`src/rtl/pipelined_alu.sv`:
```
// Registered Beta-ALUFN ALU with valid/ready handshake, one-cycle latency and output hold.
// Define PIPELINED_ALU_MUL_EN to add the multi-cycle unsigned shift-add multiplier (MUL 000010).
module pipelined_alu #(
    parameter int WIDTH = 32,
    parameter int SHW   = $clog2(WIDTH)
) (
    input  logic             clk,
    input  logic             rst_n,
    input  logic             in_valid,
    output logic             in_ready,
    input  logic [5:0]       alufn,
    input  logic [WIDTH-1:0] a,
    input  logic [WIDTH-1:0] b,
    output logic             out_valid,
    input  logic             out_ready,
    output logic [WIDTH-1:0] result,
    output logic             z,
    output logic             v,
    output logic             n,
    output logic             illegal,
    output logic             busy
);

    localparam logic [5:0] OP_ADD   = 6'b000000;
    localparam logic [5:0] OP_SUB   = 6'b000001;
    localparam logic [5:0] OP_AND   = 6'b011000;
    localparam logic [5:0] OP_OR    = 6'b011110;
    localparam logic [5:0] OP_XOR   = 6'b010110;
    localparam logic [5:0] OP_A     = 6'b011010;
    localparam logic [5:0] OP_SHL   = 6'b100000;
    localparam logic [5:0] OP_SHR   = 6'b100001;
    localparam logic [5:0] OP_SRA   = 6'b100011;
    localparam logic [5:0] OP_CMPEQ = 6'b110011;
    localparam logic [5:0] OP_CMPLT = 6'b110101;
    localparam logic [5:0] OP_CMPLE = 6'b110111;
`ifdef PIPELINED_ALU_MUL_EN
    localparam logic [5:0] OP_MUL   = 6'b000010;
`endif

    typedef enum logic [1:0] {IDLE, MUL, HOLD} state_t;

    typedef struct packed {
        logic [WIDTH-1:0] res;
        logic             z;
        logic             v;
        logic             n;
        logic             ill;
    } alu_t;

    // Single adder serves ADD, SUB and all compares; compares keep the a-b flags.
    function automatic alu_t alu_eval(input logic [5:0] fn,
                                      input logic signed [WIDTH-1:0] a_s,
                                      input logic signed [WIDTH-1:0] b_s);
        alu_t                    r;
        logic                    sub;
        logic                    adder_op;
        logic                    lt;
        logic signed [WIDTH-1:0] bx;
        logic signed [WIDTH-1:0] s;
        logic                    sz;
        logic                    sv;
        logic [SHW-1:0]          amt;
        r        = '0;
        adder_op = 1'b0;
        sub      = (fn != OP_ADD);
        bx       = sub ? ~b_s : b_s;
        s        = a_s + bx + {{(WIDTH-1){1'b0}}, sub};
        sz       = (s == '0);
        sv       = (a_s[WIDTH-1] == bx[WIDTH-1]) && (s[WIDTH-1] != a_s[WIDTH-1]);
        lt       = s[WIDTH-1] ^ sv;
        amt      = b_s[SHW-1:0];
        case (fn)
            OP_ADD, OP_SUB: begin r.res = s;                                 adder_op = 1'b1; end
            OP_CMPEQ:       begin r.res = {{(WIDTH-1){1'b0}}, sz};           adder_op = 1'b1; end
            OP_CMPLT:       begin r.res = {{(WIDTH-1){1'b0}}, lt};           adder_op = 1'b1; end
            OP_CMPLE:       begin r.res = {{(WIDTH-1){1'b0}}, lt | sz};      adder_op = 1'b1; end
            OP_AND:         r.res = a_s & b_s;
            OP_OR:          r.res = a_s | b_s;
            OP_XOR:         r.res = a_s ^ b_s;
            OP_A:           r.res = a_s;
            OP_SHL:         r.res = $unsigned(a_s) << amt;
            OP_SHR:         r.res = $unsigned(a_s) >> amt;
            OP_SRA:         r.res = $unsigned(a_s >>> amt);
            default:        r.ill = 1'b1;
        endcase
        if (adder_op) begin
            r.z = sz;
            r.v = sv;
            r.n = s[WIDTH-1];
        end else begin
            r.z = (r.res == '0);
            r.v = 1'b0;
            r.n = r.res[WIDTH-1];
        end
        return r;
    endfunction

    state_t state;
    alu_t   res_p0;
    logic   accept;

    assign in_ready = (state == IDLE) || ((state == HOLD) && out_ready);
    assign accept   = in_valid && in_ready;
    assign res_p0   = alu_eval(alufn, $signed(a), $signed(b));

`ifdef PIPELINED_ALU_MUL_EN
    logic [2*WIDTH-1:0] mul_mcand;
    logic [WIDTH-1:0]   mul_mplier;
    logic [2*WIDTH-1:0] mul_acc;
    logic [2*WIDTH-1:0] mul_acc_nxt;
    logic [SHW-1:0]     mul_cnt;

    assign mul_acc_nxt = mul_acc + (mul_mplier[0] ? mul_mcand : '0);
`else
    assign busy = 1'b0;
`endif

    // Stage p0 -> p1: operation evaluated at accept, registered onto the outputs.
    always_ff @(posedge clk or negedge rst_n) begin
        if (!rst_n) begin
            state     <= IDLE;
            out_valid <= 1'b0;
            result    <= '0;
            z         <= 1'b0;
            v         <= 1'b0;
            n         <= 1'b0;
            illegal   <= 1'b0;
`ifdef PIPELINED_ALU_MUL_EN
            busy       <= 1'b0;
            mul_mcand  <= '0;
            mul_mplier <= '0;
            mul_acc    <= '0;
            mul_cnt    <= '0;
`endif
        end else begin
            case (state)
                IDLE, HOLD: begin
                    if (accept) begin
`ifdef PIPELINED_ALU_MUL_EN
                        if (alufn == OP_MUL) begin
                            state      <= MUL;
                            busy       <= 1'b1;
                            out_valid  <= 1'b0;
                            mul_mcand  <= {{WIDTH{1'b0}}, a};
                            mul_mplier <= b;
                            mul_acc    <= '0;
                            mul_cnt    <= '0;
                        end else
`endif
                        begin
                            state     <= HOLD;
                            out_valid <= 1'b1;
                            result    <= res_p0.res;
                            z         <= res_p0.z;
                            v         <= res_p0.v;
                            n         <= res_p0.n;
                            illegal   <= res_p0.ill;
                        end
                    end else if ((state == HOLD) && out_ready) begin
                        state     <= IDLE;
                        out_valid <= 1'b0;
                    end
                end
`ifdef PIPELINED_ALU_MUL_EN
                // One shift-add step per cycle; the last step writes the outputs directly.
                MUL: begin
                    mul_acc    <= mul_acc_nxt;
                    mul_mcand  <= mul_mcand << 1;
                    mul_mplier <= mul_mplier >> 1;
                    mul_cnt    <= mul_cnt + 1'b1;
                    if (mul_cnt == SHW'(WIDTH-1)) begin
                        state     <= HOLD;
                        busy      <= 1'b0;
                        out_valid <= 1'b1;
                        result    <= mul_acc_nxt[WIDTH-1:0];
                        z         <= (mul_acc_nxt[WIDTH-1:0] == '0);
                        v         <= |mul_acc_nxt[2*WIDTH-1:WIDTH];
                        n         <= mul_acc_nxt[WIDTH-1];
                        illegal   <= 1'b0;
                    end
                end
`endif
                default: state <= IDLE;
            endcase
        end
    end

endmodule
```
`config.mk`:
```
export PLATFORM = sky130hd
export DESIGN_NAME = pipelined_alu
export DESIGN_NICKNAME = d
export VERILOG_FILES = /design/src/rtl/pipelined_alu.sv
export SDC_FILE = /design/constraint.sdc
export NUM_CORES = 1
export LEC_CHECK = 0
export CAP_MARGIN = 20
export CELL_PAD_IN_SITES_DETAIL_PLACEMENT = 0
export CELL_PAD_IN_SITES_GLOBAL_PLACEMENT = 1
export CORE_ASPECT_RATIO = 1.5
export CORE_MARGIN = 2
export CORE_UTILIZATION = 44
export DETAILED_ROUTE_END_ITERATION = 16
export PLACE_DENSITY_LB_ADDON = 0.1
export SLEW_MARGIN = 0
export SYNTH_ARGS = -nofsm -noshare
export SYNTH_HDL_FRONTEND = slang
export SYNTH_SLANG_ARGS = --single-unit
```
`constraint.sdc`:
```
create_clock -name clk -period 2.5 [get_ports clk]
set_input_delay 0.5 -clock clk [delete_from_list [all_inputs] [get_ports clk]]
set_output_delay 0.5 -clock clk [all_outputs]
set_load 0.05 [all_outputs]
```
# Word level (Yosys, flattened, before mapping)
# Index checks and enable logic that the tools add are counted.
[word_totals] ff_bits=39 inputBits=74 output_inout_bits=39 elab_cells=59
[classes] n_addsub=2 eq_ne=15 shift=3 n_mux=10 bitwise=6 n_reduce_logical=16
[op_table] cell="32-bit case mux with 11 select lines" n=1
[op_table] cell="32-bit zero test" n=2
[op_table] cell="6-bit equality test, second input constant" n=6
[op_table] cell="32-bit by 1-bit adder with 32-bit output" n=1
[op_table] cell="32-bit adder" n=1
[op_table] cell="32-bit AND" n=1
[op_table] cell="32-bit 2-to-1 mux" n=1
[op_table] cell="32-bit NOT" n=1
[op_table] cell="32-bit OR" n=1
[op_table] cell="32-bit by 5-bit left shift with 32-bit output" n=1
[op_table] cell="32-bit by 5-bit right shift with 32-bit output" n=1
[op_table] cell="32-bit by 5-bit >>> shifter with 32-bit output" n=1
[op_table] cell="32-bit bitwise XOR" n=1
[op_table] cell="6-bit by 5-bit equality test with 1-bit output, second input constant" n=4
[op_table] cell="12-bit OR reduction" n=1
[op_table] cell="6-bit by 1-bit equality test with 1-bit output, second input constant" n=1
[op_table] cell="6-bit zero test" n=1
[op_table] cell="2-bit 2-to-1 mux" n=3
[op_table] cell="6-bit nonzero test" n=1
[op_table] cell="5-bit OR reduction" n=1
[op_table] cell="1-bit 2-to-1 mux" n=4
[op_table] cell="2-bit AND reduction" n=2
[op_table] cell="2-bit OR reduction" n=2
[op_table] cell="1-bit logical AND" n=3
[op_table] cell="other kinds (10)" n=10

# Longest topological paths before layout
[logic_depth] ltp_word=11 mapped_depth=26 depth_no_buf=23

# Worst setup path after synthesis
# OpenSTA, ideal clock, no wires.
[synth_path] path_type="input to register" from="in alufn[1]" to="reg z" setup_ps=69 t_arrival_ps=5731 required_ps=2431 setup_slack_ps=-3301 cell_stages=23 n_path_buf=3 cell_sequence="clkbuf_1 > nor2_1 > nand3_1 > buf_1 > xnor2_1 > ha_1 > clkbuf_1 > nand2_1 > or3_1 > a2111o_1 > nand2_1 > a31oi_1 > o21ai_0 > a21oi_1 > o21bai_1 > fa_1 > a221oi_1 > o21a_1 > o211ai_1 > or4_1 > nor4_1 > nand3_1 > nand3_1"
[synth_between] elab_chain_cells=11 word_cells_on_any_way=28 classes_between="add/sub (2); eq/ne (13); mux (4); bitwise (2); reduce/logical (7)"
[synth_lines] element="start, declared" line="11" rtl="input logic [5:0] alufn,"
[synth_lines] element="6-bit nonzero test" line="65" rtl="sub = (fn != OP_ADD);"
[synth_lines] element="32-bit 2-to-1 mux" line="66" rtl="bx = sub ? ~b_s : b_s;"
[synth_lines] element="32-bit adder" line="67" rtl="s = a_s + bx + {{(WIDTH-1){1'b0}}, sub};"
[synth_lines] element="32-bit by 1-bit adder with 32-bit output" line="67"
[synth_lines] element="1-bit != test" line="69" rtl="sv = (a_s[WIDTH-1] == bx[WIDTH-1]) && (s[WIDTH-1] != a_s[WIDTH-1]);"
[synth_lines] element="1-bit logical AND" line="69"
[synth_lines] element="1-bit bitwise XOR" line="70" rtl="lt = s[WIDTH-1] ^ sv;"
[synth_lines] element="1-bit OR" line="76" rtl="OP_CMPLE: begin r.res = {{(WIDTH-1){1'b0}}, lt | sz}; adder_op = 1'b1; end"
[synth_lines] element="32-bit case mux with 11 select lines" line="72" rtl="case (fn)"
[synth_lines] element="32-bit zero test" line="91" rtl="r.z = (r.res == '0);"
[synth_lines] element="3-bit 2-to-1 mux (*)" line="86" rtl="if (adder_op) begin"
[synth_lines] element="end signal, assigned" line="154" rtl="z <= res_p0.z;"
[synth_lines] element="end, declared" line="17" rtl="output logic z,"
# Every way passes the cells marked *; elsewhere a longest branch is shown, timed or not.
# A chain may end at the register's enable or synchronous reset.

# Worst setup path in the final report
# Same ends and word-level chain as after synthesis.

==> impl_metrics.tcl <==
set metrics [dict create \
    outcome "finished, violations left" \
    violations "negative setup slack" \
    grt_antenna_before_repair 0 \
    ys_warn_count 0 \
    worst-endpoint-arrival_ns 5.10 \
    syn_nets 1471 \
    avgRoutedWirePerCell_um 27.6 \
    crit_type "input pin to flip-flop" \
    total_power_uw 5540 \
    max_stage_delay_ns 0.49 \
    relSlewSlack 0.449 \
    cp-end-kind "flip-flop" \
    drv_slew 0 \
    grt_max_degree 67 \
    peakVddDrop_uv 361 \
    htreeDepth 2 \
    synth-edff-count 0 \
    syn-instance-count 1297 \
    initial_core_util 0.447 \
    worstMarginPinSlew_ns 0.827 \
    grt_pass1_vias 13700 \
    ant_nets 0 \
    post_synth.cell_area_avg_sq_um 7.93 \
    avgViaCountPerCell 6.62 \
    drt-initial-drc-count 1917 \
    portBuffers 111 \
    hold_class "input pin to asynchronous set/reset pin" \
    clk_latency_ns 0.29 \
    final_cell_area_sq_um 17300 \
    clock-skew-final_ns 0.00445 \
    postRouteWirelength_um 58900 \
    synth_cell_type_count 92 \
    async_reset_ff_frac 1.00 \
    clock_sinks 37 \
    rsz0062_at_grt "true" \
    hold_viol 0 \
    cts_buffers 5 \
    drc 0 \
    rows 68 \
    final_cell_mix "491 x buf_4, 122 x nand2_1, 93 x ha_1" \
    powerDensity_nw_per_um2 319 \
    drive_above_1_share 0.458 \
    min_period_ns 4.87 \
    worstPathRequired_ns 2.73 \
    nets 2028 \
    pin_count 113 \
    synth_flop_cell "dfrtp_1" \
    core_area_sq_um 23000 \
    final_common_cell "buf_4" \
    vias 14100 \
    final.setup.worst_slack_ns -2.37 \
    cts_tree "built" \
    fp.dieW_um 129 \
    finalCritPeriodShare 1.95 \
    yosysSeqAreaShare 0.0901 \
    nFillCells 1714 \
    syn2layout_area_growth_pct 68.7 \
    drv_cap 0 \
    placed_cell_area_sq_um 15100 \
    drt_pre_antenna_iters 7 \
    crit_path_start_kind "input pin" \
    crit_slowest_cell "fa_2" \
    worst-path-max-fanout 6 \
    clock-root-buffer "clkbuf_16" \
    grt_pass1_wl_um 83800 \
    dp_hpwl_um 43900 \
    place_congestion 1.10 \
    die-area_sq_um 24600 \
    clk_pin_slew_ns 0.06 \
    clk_path_buf_depth 2 \
    setup_violations 35 \
    gr-total-overflow 0 \
    cts_hold_buf 0 \
    synth_area_sq_um 10300 \
    ys_ff_latch 37 \
    fmax_mhz 205 \
    dieHeight_um 191 \
    grt.total_usage 0.460 \
    leakage_uw 0.00794 \
    final_util 0.755 \
]
## registers in the layout, indices dropped and copies added, names as in the netlist
name and flops:
v 1, result 32, n 1, illegal 1
out_valid 1, z 1
## cell usage after synthesis (15+ instances only)
cell	n	area share
mux2_2	21	0.023
buf_1	15	0.0055
clkbuf_1	71	0.026
mux4_2	43	0.094
inv_1	74	0.027
dfrtp_1	37	0.090
nor2_1	101	0.037
o211ai_1	30	0.022
nand2_1	131	0.048
nand3_1	31	0.015
o21ai_0	70	0.034
o21a_1	16	0.012
mux4_1	16	0.041
a211oi_1	22	0.016
a21oi_1	67	0.033
nand4_1	32	0.019
xnor2_1	42	0.036
nor3_1	25	0.012
mux2i_1	59	0.057
ha_1	98	0.12
## cells by family after synthesis
logic type,synth area share
other,0.000365
AOI/OAI and AO/OA,0.244
xor gates and xnor gates,0.0477
muxes,0.216
adders and majority gates,0.123
buffers and inverters,0.0786
and+or+nand+nor,0.200
DFF,0.0901
## metrics by stage
stage          hold WS, ns  std cells  setup WS, ns  TNS (ns)
5_1_grt              0.382       2135         -2.55    -38.15
4_1_cts              0.333       2113         -2.40    -38.84
2_1_floorplan        0.204       1297         -2.39    -26.20
3_3_place_gp         0.460       2064         -2.98    -61.85
3_5_place_dp         0.466       2064         -3.15    -63.66
6_report             0.310       2136         -2.37    -34.41
## critical path, delay by kind of cell
family                   cells  cell delay, ns
AND/OR/NAND/NOR              9            1.76
adder cells (fa/ha/maj)      2            0.89
buffers and inverters        4            0.57
AO/OA/AOI/OAI                9            1.22
XOR/XNOR                     1            0.12
## report_power, final
group / internal, uW / switching, uW / leakage (uW) / total (uW)
Sequential: 657 / 31.4 / 0.000483 / 688
Clock: 472 / 263 / 0.0000800 / 734
Combinational: 1900 / 2210 / 0.00737 / 4110
## path summary, 6_finish.rpt
check | from | to | cells after the start | slack (ns)
worst min register to register | result[15] | result[15] | 2 | 0.47
min in group clk | result[15] | result[15] | 2 | 0.47
max in group asynchronous | rst_n | result[25] | 1 | 1.67
worst max-delay path | alufn[1] | z | 25 | -2.37
worst max register to register | out_valid | z | 10 | 0.20
worst min-delay path | rst_n | result[2] | 1 | 0.31
## per-layer routing
metal  part of all wire  routed length, um  track usage
met2               0.45              26400        0.731
met5                  0                  0            0
met3              0.098               5780       0.0786
met4               0.13               7440        0.437
met1               0.33              19300        0.513
## final cells by class
cell class              count  area, sq um  share of cell area
clock inverters             3         46.3             0.00267
well taps                 280          350              0.0202
clock buffers               5          125             0.00722
multi-input cells        1074        10000               0.577
inverters                  76          289              0.0167
repair buffers            660         5600               0.323
flip-flops and latches     37          926              0.0534
diodes                      1         2.50            0.000144
## repair_timing
action / CTS / global route
gates cloned: 2 / 1
setup endpoints to repair: 35 / 36
pin swaps: 70 / 81
resized for setup: 182 / 198
buffers inserted: 43 / 40
(Power assumes the default switching activity.)
